<file path="config.mk">
export PLATFORM = sky130hd
export DESIGN_NAME = i2c_slave_responder
export DESIGN_NICKNAME = d
export VERILOG_FILES = /design/src/rtl/i2c_slave_responder.sv
export SDC_FILE = /design/constraint.sdc
export NUM_CORES = 1
export LEC_CHECK = 0
export ABC_AREA = 1
export CAP_MARGIN = 20
export CORE_ASPECT_RATIO = 0.9
export CORE_UTILIZATION = 45
export CTS_CLUSTER_DIAMETER = 60
export DETAILED_ROUTE_END_ITERATION = 8
export PLACE_DENSITY_LB_ADDON = 0.3
export SLEW_MARGIN = 20
export SYNTH_ARGS = -nofsm -noshare
export SYNTH_HDL_FRONTEND = slang
export SYNTH_SLANG_ARGS = --single-unit
</file>
<file path="constraint.sdc">
create_clock -name pclk -period 6.3 [get_ports pclk]
set_input_delay 1.26 -clock pclk [delete_from_list [all_inputs] [get_ports pclk]]
set_output_delay 1.26 -clock pclk [all_outputs]
set_load 0.01 [all_outputs]
</file>
<file path="src/rtl/i2c_slave_responder.sv">
// I2C target: oversampled SCL/SDA front end, START/STOP detection, 7-bit address
// match, register-address pointer and a small byte register file with
// auto-incrementing pointer for both writes and reads.
module i2c_slave_responder #(
   parameter logic [6:0]  SLAVE_ADDRESS          = 7'h50,
   parameter int unsigned DATA_LENGTH            = 8,
   parameter int unsigned REGISTER_ADDRESS_WIDTH = 8,
   parameter int unsigned DEPTH                  = 16,
   localparam int unsigned PTR_W                 = $clog2(DEPTH)
) (
   input  logic                   pclk,
   input  logic                   areset,
   input  logic                   scl_i,
   input  logic                   sda_i,
   output logic                   sda_oe,
   output logic                   busy,
   output logic                   wr_pulse,
   output logic [PTR_W-1:0]       wr_addr,
   output logic [DATA_LENGTH-1:0] wr_data
);

   typedef enum logic [3:0] {
      StIdle,
      StAddr,
      StAddrAck,
      StReg,
      StRegAck,
      StWrite,
      StWriteAck,
      StRead,
      StReadAck,
      StIgnore
   } state_e;

   // Synchronizer and history flops
   logic scl_s1, scl_s2, scl_h;
   logic sda_s1, sda_s2, sda_h;

   // Bus events derived from synchronized and history samples
   logic scl_rise, scl_fall, scl_high;
   logic start_det, stop_det;

   // Protocol state
   state_e                  state_q, state_d;
   logic [3:0]              cnt_q, cnt_d;
   logic [DATA_LENGTH-1:0]  sr_q, sr_d;
   logic                    rw_q, rw_d;
   logic                    ack_q, ack_d;
   logic [PTR_W-1:0]        ptr_q, ptr_d;
   logic                    sda_oe_q, sda_oe_d;
   logic                    busy_q, busy_d;
   logic                    wr_pulse_q, wr_pulse_d;
   logic [PTR_W-1:0]        wr_addr_q, wr_addr_d;
   logic [DATA_LENGTH-1:0]  wr_data_q, wr_data_d;

   // Register file
   logic [DATA_LENGTH-1:0]  mem_q [DEPTH];
   logic                    mem_we;
   logic [DATA_LENGTH-1:0]  rd_byte;

   // Synchronize the asynchronous pads; reset to the idle (released) bus level
   // so leaving reset never fakes a START or STOP.
   always_ff @(posedge pclk or negedge areset) begin
      if (!areset) begin
         scl_s1 <= 1'b1;
         scl_s2 <= 1'b1;
         scl_h  <= 1'b1;
         sda_s1 <= 1'b1;
         sda_s2 <= 1'b1;
         sda_h  <= 1'b1;
      end else begin
         scl_s1 <= scl_i;
         scl_s2 <= scl_s1;
         scl_h  <= scl_s2;
         sda_s1 <= sda_i;
         sda_s2 <= sda_s1;
         sda_h  <= sda_s2;
      end
   end

   assign scl_rise  = scl_s2 & ~scl_h;
   assign scl_fall  = ~scl_s2 & scl_h;
   assign scl_high  = scl_s2 & scl_h;
   assign start_det = scl_high & sda_h & ~sda_s2;
   assign stop_det  = scl_high & ~sda_h & sda_s2;

   assign rd_byte = mem_q[ptr_q];

   // Protocol state registers
   always_ff @(posedge pclk or negedge areset) begin
      if (!areset) begin
         state_q    <= StIdle;
         cnt_q      <= '0;
         sr_q       <= '0;
         rw_q       <= 1'b0;
         ack_q      <= 1'b0;
         ptr_q      <= '0;
         sda_oe_q   <= 1'b0;
         busy_q     <= 1'b0;
         wr_pulse_q <= 1'b0;
         wr_addr_q  <= '0;
         wr_data_q  <= '0;
      end else begin
         state_q    <= state_d;
         cnt_q      <= cnt_d;
         sr_q       <= sr_d;
         rw_q       <= rw_d;
         ack_q      <= ack_d;
         ptr_q      <= ptr_d;
         sda_oe_q   <= sda_oe_d;
         busy_q     <= busy_d;
         wr_pulse_q <= wr_pulse_d;
         wr_addr_q  <= wr_addr_d;
         wr_data_q  <= wr_data_d;
      end
   end

   // Register file: cleared on reset, written at the ACK of each data byte
   always_ff @(posedge pclk or negedge areset) begin
      if (!areset) begin
         for (int i = 0; i < int'(DEPTH); i++) begin
            mem_q[i] <= '0;
         end
      end else if (mem_we) begin
         mem_q[ptr_q] <= sr_q;
      end
   end

   // Next-state logic; START/STOP take priority over any bit event
   always_comb begin
      state_d    = state_q;
      cnt_d      = cnt_q;
      sr_d       = sr_q;
      rw_d       = rw_q;
      ack_d      = ack_q;
      ptr_d      = ptr_q;
      sda_oe_d   = sda_oe_q;
      busy_d     = busy_q;
      wr_pulse_d = 1'b0;
      wr_addr_d  = wr_addr_q;
      wr_data_d  = wr_data_q;
      mem_we     = 1'b0;

      if (start_det) begin
         state_d  = StAddr;
         cnt_d    = '0;
         sda_oe_d = 1'b0;
         busy_d   = 1'b0;
      end else if (stop_det) begin
         state_d  = StIdle;
         sda_oe_d = 1'b0;
         busy_d   = 1'b0;
      end else begin
         unique case (state_q)
            StIdle: begin
               sda_oe_d = 1'b0;
            end

            StAddr: begin
               if (scl_rise) begin
                  sr_d  = {sr_q[DATA_LENGTH-2:0], sda_s2};
                  cnt_d = cnt_q + 4'd1;
               end else if (scl_fall && cnt_q == 4'(DATA_LENGTH)) begin
                  cnt_d = '0;
                  if (sr_q[DATA_LENGTH-1 -: 7] == SLAVE_ADDRESS) begin
                     rw_d     = sr_q[0];
                     state_d  = StAddrAck;
                     sda_oe_d = 1'b1;
                     busy_d   = 1'b1;
                  end else begin
                     state_d = StIgnore;
                  end
               end
            end

            // End of the address ACK: either wait for the register byte or
            // put the first read bit on the bus right away.
            StAddrAck: begin
               if (scl_fall) begin
                  if (rw_q) begin
                     state_d  = StRead;
                     sr_d     = rd_byte;
                     sda_oe_d = ~rd_byte[DATA_LENGTH-1];
                     cnt_d    = 4'd1;
                  end else begin
                     state_d  = StReg;
                     sda_oe_d = 1'b0;
                     cnt_d    = '0;
                  end
               end
            end

            StReg: begin
               if (scl_rise) begin
                  sr_d  = {sr_q[DATA_LENGTH-2:0], sda_s2};
                  cnt_d = cnt_q + 4'd1;
               end else if (scl_fall && cnt_q == 4'(REGISTER_ADDRESS_WIDTH)) begin
                  // DEPTH is a power of two, so the low bits are the modulo
                  ptr_d    = sr_q[PTR_W-1:0];
                  sda_oe_d = 1'b1;
                  state_d  = StRegAck;
               end
            end

            StRegAck: begin
               if (scl_fall) begin
                  sda_oe_d = 1'b0;
                  cnt_d    = '0;
                  state_d  = StWrite;
               end
            end

            StWrite: begin
               if (scl_rise) begin
                  sr_d  = {sr_q[DATA_LENGTH-2:0], sda_s2};
                  cnt_d = cnt_q + 4'd1;
               end else if (scl_fall && cnt_q == 4'(DATA_LENGTH)) begin
                  sda_oe_d   = 1'b1;
                  mem_we     = 1'b1;
                  wr_pulse_d = 1'b1;
                  wr_addr_d  = ptr_q;
                  wr_data_d  = sr_q;
                  ptr_d      = ptr_q + PTR_W'(1);
                  state_d    = StWriteAck;
               end
            end

            StWriteAck: begin
               if (scl_fall) begin
                  sda_oe_d = 1'b0;
                  cnt_d    = '0;
                  state_d  = StWrite;
               end
            end

            // sr_q[MSB] is already on the bus; each fall presents the next bit
            // by shifting, and the fall after the last bit releases for the ACK.
            StRead: begin
               if (scl_fall) begin
                  if (cnt_q == 4'(DATA_LENGTH)) begin
                     sda_oe_d = 1'b0;
                     ack_d    = 1'b0;
                     state_d  = StReadAck;
                  end else begin
                     sda_oe_d = ~sr_q[DATA_LENGTH-2];
                     sr_d     = {sr_q[DATA_LENGTH-2:0], 1'b0};
                     cnt_d    = cnt_q + 4'd1;
                  end
               end
            end

            // Master ACK advances the pointer; the next byte goes out on the
            // following fall so SDA never moves while SCL is high.
            StReadAck: begin
               if (scl_rise) begin
                  if (!sda_s2) begin
                     ack_d = 1'b1;
                     ptr_d = ptr_q + PTR_W'(1);
                  end else begin
                     sda_oe_d = 1'b0;
                     state_d  = StIgnore;
                  end
               end else if (scl_fall && ack_q) begin
                  ack_d    = 1'b0;
                  state_d  = StRead;
                  sr_d     = rd_byte;
                  sda_oe_d = ~rd_byte[DATA_LENGTH-1];
                  cnt_d    = 4'd1;
               end
            end

            StIgnore: begin
               sda_oe_d = 1'b0;
            end

            default: begin
               state_d  = StIdle;
               sda_oe_d = 1'b0;
            end
         endcase
      end
   end

   assign sda_oe   = sda_oe_q;
   assign busy     = busy_q;
   assign wr_pulse = wr_pulse_q;
   assign wr_addr  = wr_addr_q;
   assign wr_data  = wr_data_q;

endmodule

</file>
==> results of run 1 <==
==> cells by family after synthesis <==
family                     count (synthesis)
AOI/OAI and AO/OA                        231
xor gates and xnor gates                   3
adders and majority gates                  6
DFF                                      171
and+or+nand+nor                          554
buffers and inverters                    117
==> synth_stat cells (6+ instances only) <==
cell type | n | area, um^2
buf_6 | 7 | 78.8
dfrtp_1 | 165 | 4130
clkbuf_1 | 29 | 109
dfstp_2 | 6 | 158
o21ai_0 | 117 | 586
nand3_1 | 32 | 160
inv_2 | 12 | 45.0
o22ai_1 | 8 | 50.1
nand3_2 | 8 | 80.1
nand3_4 | 9 | 158
ha_1 | 6 | 75.1
nor2_1 | 137 | 514
nor2_2 | 6 | 37.5
nand3b_1 | 7 | 52.6
inv_1 | 48 | 180
buf_2 | 12 | 60.1
nand2_1 | 341 | 1280
a21oi_1 | 6 | 30.0
o21ai_1 | 96 | 480
==> area by class of cell <==
| type | instances | area (um^2) | share of cell area [%] |
|---|---|---|---|
| Sequential cell | 171 | 4290 | 46.2 |
| Multi-Input combinational cell | 794 | 3650 | 39.4 |
| Clock buffer | 20 | 437 | 4.71 |
| Tap cell | 245 | 307 | 3.31 |
| Inverter | 63 | 241 | 2.60 |
| Timing Repair Buffer | 25 | 234 | 2.52 |
| Clock inverter | 12 | 115 | 1.24 |
==> per-layer routing <==
metal | GRT usage [%] | vias up
met5 | 0 | -
met1 | 35.3 | 3249
met3 | 5.26 | 25
met2 | 33.3 | 222
li1 | - | 3466
met4 | 6.89 | 0
==> how the worst min path moves through the flow <==
stage | from | endpoint | slack, ps | depth (start not counted)
final | sda_s1 | sda_s2 | 360 | 0
after global routing | sda_s1 | sda_s2 | 360 | 0
after CTS | sda_s1 | sda_s2 | 360 | 0
after detailed placement | sda_s1 | sda_s2 | 350 | 0
after global placement | sda_s1 | sda_s2 | 350 | 0
after floorplan | scl_s1 | scl_s2 | 350 | 0
==> stage by stage <==
step / cell area, um^2 / setup WS [ps] / hold slack [ps] / instances / total power [mW]
CTS: 9280 / 3670 / 358 / 1330 / 3.56
detailed placement: 8720 / 3730 / 347 / 1298 / 2.56
finish: 9280 / 3680 / 357 / 1330 / 3.56
global route: 9280 / 3500 / 361 / 1330 / 3.79
floorplan: 8480 / 4330 / 345 / 1082 / 2.17
global placement: 8720 / 3790 / 346 / 1298 / 2.55
==> sequential cells by signal (all words and copies together) (netlist names) <==
| signal | count |
|---|---|
| ack_q | 1 |
| wr_pulse | 1 |
| scl_s1 | 1 |
| scl_s2 | 1 |
| cnt_q | 4 |
| sda_oe | 1 |
| sda_h | 1 |
| scl_h | 1 |
| ptr_q | 4 |
| wr_addr | 4 |
| wr_data | 8 |
| sda_s2 | 1 |
| busy | 1 |
| sda_s1 | 1 |
| state_q | 4 |
| sr_q | 8 |
| rw_q | 1 |
| mem_q | 128 |
==> power by group through the flow <==
stage / Clock [mW] / Sequential, mW / Combinational [mW]
2_1_floorplan: 0 / 1.21 / 0.958
3_3_place_gp: 0 / 1.22 / 1.33
3_5_place_dp: 0 / 1.22 / 1.34
4_1_cts: 1.02 / 1.20 / 1.34
5_1_grt: 1.07 / 1.21 / 1.51
6_report: 1.01 / 1.20 / 1.36
==> results.sh, run 1 <==
export IMPL_antennaDiodeCount=0
export IMPL_r2r_start="ptr_q[0]"
export IMPL_met3_length_um=1310
export IMPL_synthMuxAreaShare_pct=0
export IMPL_cts_buffers_inserted=17
export IMPL_cp_slowest_cell="clkdlybuf4s50_1"
export IMPL_comb_power_share_pct=38.1
export IMPL_ant_nets=0
export IMPL_skew_ps=13.1
export IMPL_rows=47
export IMPL_vias_per_cell=5.23
export IMPL_start_util_pct=46.1
export IMPL_avgSynthCellArea_um2=7.84
export IMPL_clkPwrFrac_pct=28.3
export IMPL_fin_crit_ps=2620
export IMPL_antenna_found_initial=0
export IMPL_cts_resized=0
export IMPL_postLayoutCoreUtil_pct=50.4
export IMPL_hold_buffers=0
export IMPL_met2_length_um=9050
export IMPL_swShare_pct=42.3
export IMPL_wirelength_um=21500
export IMPL_synth_seq_area_share_pct=50.6
export IMPL_die_area_um2=19400
export IMPL_grt_pass1_vias=6449
export IMPL_port_buffers=18
export IMPL_max_cap_violations=0
export IMPL_clk_latency_ps=440
export IMPL_intPower_mw=2.05
export IMPL_synth_top_family_by_area="simple AND/OR/NAND/NOR gates"
export IMPL_syn_instance_count=1082
export IMPL_synth_xor_area_share_pct=0.310
export IMPL_synth_compound_area_share_pct=13.9
export IMPL_end_kind="output pin"
export IMPL_cts_root_buf="clkbuf_16"
export IMPL_clk_pin_slew_ps=70
export IMPL_track_usage_pct=23.4
export IMPL_worstMarginPinSlew_ps=1080
export IMPL_dpl_hpwl_um=13200
export IMPL_crit_chain="clkdlybuf4s50_1"
export IMPL_final_nets=1082
export IMPL_overflow=0
export IMPL_path_class="register to output pin"
export IMPL_mostFrequentLayoutCells="341 x nand2_1, 164 x dfrtp_1, 137 x nor2_1, 117 x o21ai_0, 96 x o21ai_1"
export IMPL_detailedRoute_firstPassIterationCount=5
export IMPL_p_switching_mw=1.51
export IMPL_crit_end="wr_data[0]"
export IMPL_synth_area_um2=8480
export IMPL_peakVddDrop_mv=0.206
export IMPL_cp_data_arrival_time_ps=1360
export IMPL_cts_htree_levels=4
export IMPL_syn_num_nets=1092
export IMPL_drt_iter0_drc=642
export IMPL_finalMaxSlewViolations=0
export IMPL_fmax_ghz=0.382
export IMPL_leakagePower_nw=4.33
export IMPL_cts_num_sinks=171
export IMPL_finalHoldViolCount=0
export IMPL_r2r_cells=7
export IMPL_cts_buffer_depth=2
export IMPL_synth_fa_ha_area_share_pct=0.885
export IMPL_final_setup_tns_ps=0
export IMPL_core_area_um2=18400
export IMPL_postSynth_asyncResetShare_pct=100
export IMPL_worst_path_dominant_cell_family="buffers and inverters"
export IMPL_r2r_end="mem_q[63]"
export IMPL_crit_path_start_kind="register"
export IMPL_io_pins=19
export IMPL_areaGrowthSynthToFinish_pct=9.38
export IMPL_postCtsSetupBuffers=0
export IMPL_crit_buf_inv=1
export IMPL_cp_depth=1
export IMPL_crit_start="wr_data[0]"
export IMPL_synth_distinct_cells=34
export IMPL_vias=6962
export IMPL_drc_errors=0
export IMPL_synthSimpleGateAreaFrac_pct=28.0
export IMPL_grt_pass1_wl_um=35300
export IMPL_crit_path_max_fanout=2
export IMPL_n_fill_cell=1749
export IMPL_place_congestion=0.901
export IMPL_cts_tree="done"
export IMPL_wl_per_cell_um=16.1
export IMPL_power_density_nw_per_um2=384
export IMPL_timing_final_crit_share_pct=41.5
export IMPL_final_setup_viol_count=0
export IMPL_top_layer_used="met4"
export IMPL_synth_edff_count=0
export IMPL_wl_met1_um=10700
export IMPL_reg2reg_setup_slack_ps=3690
export IMPL_drive_above_1_share_pct=7.93
export IMPL_rsz0062_at_grt="no"
export IMPL_status="complete, no violations"
export IMPL_slew_headroom_pct=27.6
export IMPL_synth_ff_type="dfrtp_1"
export IMPL_die_h_um=132
export IMPL_hp_class="register to register"
export IMPL_grt_max_degree=89
export IMPL_final_common_cell="nand2_1"
export IMPL_yosysWarningCount=0
export IMPL_ys_ff_latch=171
export IMPL_critPathMaxStageDelay_ps=550
export IMPL_fp_dieW_um=147
export IMPL_worst_ep_required_time_ps=5040
export IMPL_seqPwrFrac_pct=33.7
Note: power is estimated with default switching activity, not from simulation.
==> run 2: changes to the inputs <==
==> constraint.sdc (replaced) <==
create_clock -name pclk -period 2.5 [get_ports pclk]
set_input_delay 0.5 -clock pclk [delete_from_list [all_inputs] [get_ports pclk]]
set_output_delay 0.5 -clock pclk [all_outputs]
set_load 0.01 [all_outputs]
==> results.sh, run 2 (same netlist as run 1, synthesis figures left out) <==
export IMPL_status="complete, no violations"
export IMPL_max_cap_violations=0
export IMPL_cts_root_buf="clkbuf_16"
export IMPL_fp_dieW_um=147
export IMPL_leakagePower_nw=4.45
export IMPL_antennaDiodeCount=0
export IMPL_rsz0062_at_grt="no"
export IMPL_p_switching_mw=3.83
export IMPL_hold_buffers=0
export IMPL_intPower_mw=5.67
export IMPL_detailedRoute_firstPassIterationCount=5
export IMPL_fmax_ghz=0.468
export IMPL_comb_power_share_pct=38.1
export IMPL_seqPwrFrac_pct=32.1
export IMPL_path_class="register to register"
export IMPL_drive_above_1_share_pct=9.09
export IMPL_clk_pin_slew_ps=70
export IMPL_overflow=0
export IMPL_wirelength_um=21900
export IMPL_final_common_cell="nand2_1"
export IMPL_drt_iter0_drc=594
export IMPL_final_setup_tns_ps=0
export IMPL_antenna_found_initial=0
export IMPL_dp_cells=1313
export IMPL_reg2reg_setup_slack_ps=360
export IMPL_die_area_um2=19400
export IMPL_final_setup_viol_count=0
export IMPL_postCtsSetupBuffers=0
export IMPL_grt_pass1_vias=6709
export IMPL_start_util_pct=46.1
export IMPL_cp_data_arrival_time_ps=2420
export IMPL_place_congestion=0.915
export IMPL_fin_area_um2=9500
export IMPL_finalHoldViolCount=0
export IMPL_clkPwrFrac_pct=29.9
export IMPL_grt_pass1_wl_um=36200
export IMPL_clk_latency_ps=430
export IMPL_dpl_hpwl_um=14100
export IMPL_r2r_cells=9
export IMPL_grt_max_degree=54
export IMPL_top_register="mem_q"
export IMPL_slew_headroom_pct=42.6
export IMPL_swShare_pct=40.3
export IMPL_crit_path_start_kind="register"
export IMPL_fin_cells=1345
export IMPL_end_kind="register"
export IMPL_timing_final_crit_share_pct=85.5
export IMPL_r2r_start="cnt_q[0]"
export IMPL_hold_ws_ps=23.6
export IMPL_totalPowerFinal_mw=9.50
export IMPL_power_density_nw_per_um2=1000
export IMPL_cts_htree_levels=4
export IMPL_rows=47
export IMPL_io_pins=19
export IMPL_peakVddDrop_mv=0.544
export IMPL_cts_resized=0
export IMPL_largest_reg_flops=128
export IMPL_wl_per_cell_um=16.2
export IMPL_cts_buffer_depth=2
export IMPL_finalMaxSlewViolations=0
export IMPL_placed_cell_area_um2=8870
export IMPL_vias=7120
export IMPL_worstMarginPinSlew_ps=860
export IMPL_fin_crit_ps=2140
export IMPL_ant_nets=0
export IMPL_cts_num_sinks=171
export IMPL_die_h_um=132
export IMPL_cts_tree="done"
export IMPL_r2r_end="mem_q[62]"
export IMPL_hp_class="input port to asynchronous set/reset pin"
export IMPL_track_usage_pct=24.0
export IMPL_mostFrequentLayoutCells="341 x nand2_1, 164 x dfrtp_1, 137 x nor2_1, 117 x o21ai_0, 96 x o21ai_1"
export IMPL_areaGrowthSynthToFinish_pct=12.1
export IMPL_core_area_um2=18400
export IMPL_drc_errors=0
export IMPL_skew_ps=11.2
export IMPL_port_buffers=18
export IMPL_cts_buffers_inserted=17
export IMPL_final_nets=1097
export IMPL_worst_ep_required_time_ps=2780
export IMPL_vias_per_cell=5.29
export IMPL_crit_path_max_fanout=25
[run 2: changes by cell type in the layout (fill, tap and decap cells not counted), moves of 2 or more]
cell,change
buf_12,+3
buf_4,+12
bufinv_16,+3
clkbuf_8,+2
clkinv_2,-2
inv_6,-4
[run 2: worst max path at each step]
stage                     end      from
finish              mem_q[62]  cnt_q[0]
global route        mem_q[24]  cnt_q[0]
CTS                 mem_q[46]  cnt_q[0]
detailed placement  mem_q[53]  cnt_q[0]
global placement    mem_q[44]  cnt_q[0]
floorplan           mem_q[62]  ptr_q[0]
[run 2: power groups by stage]
stage               combinational [mW]  sequential [mW]  clock (mW)
finish                            3.62             3.05        2.84
global route                      4.03             3.07        3.00
CTS                               3.58             3.05        2.87
detailed placement                3.56             3.10           0
global placement                  3.56             3.09           0
floorplan                         2.41             3.06           0
[run 2: area by class of cell]
| type | count | area [um^2] |
|---|---|---|
| flip-flops and latches | 171 | 4290 |
| well taps | 245 | 307 |
| clock buffers | 23 | 468 |
| fillers | 1798 | 8900 |
| multi-input cells | 794 | 3650 |
| clock inverters | 9 | 161 |
| repair buffers | 40 | 384 |
| inverters | 63 | 241 |
[run 2: layer usage]
metal / GRT usage (%) / wire length [um] / vias up
met4: 6.94 / 356 / 0
met3: 5.22 / 1480 / 22
met5: 0 / 0 / -
met2: 34.6 / 9420 / 222
met1: 36.1 / 10600 / 3378
li1: - / - / 3498
[run 2: stage by stage]
step,util [%],worst slack (ps)
after floorplan,-,534
after global placement,48.2,401
after detailed placement,48.2,381
after CTS,51.6,366
after global routing,51.6,101
final,51.6,362
[run 2: worst max-delay path, cell delays in order (launching register included)]
cell	delay [ps]
dfrtp_1	420
inv_1	70
ha_1	150
nand3_2	140
nor2_4	200
nand2_4	190
inv_6	270
nand3_2	320
nand2_1	150
o21ai_1	70
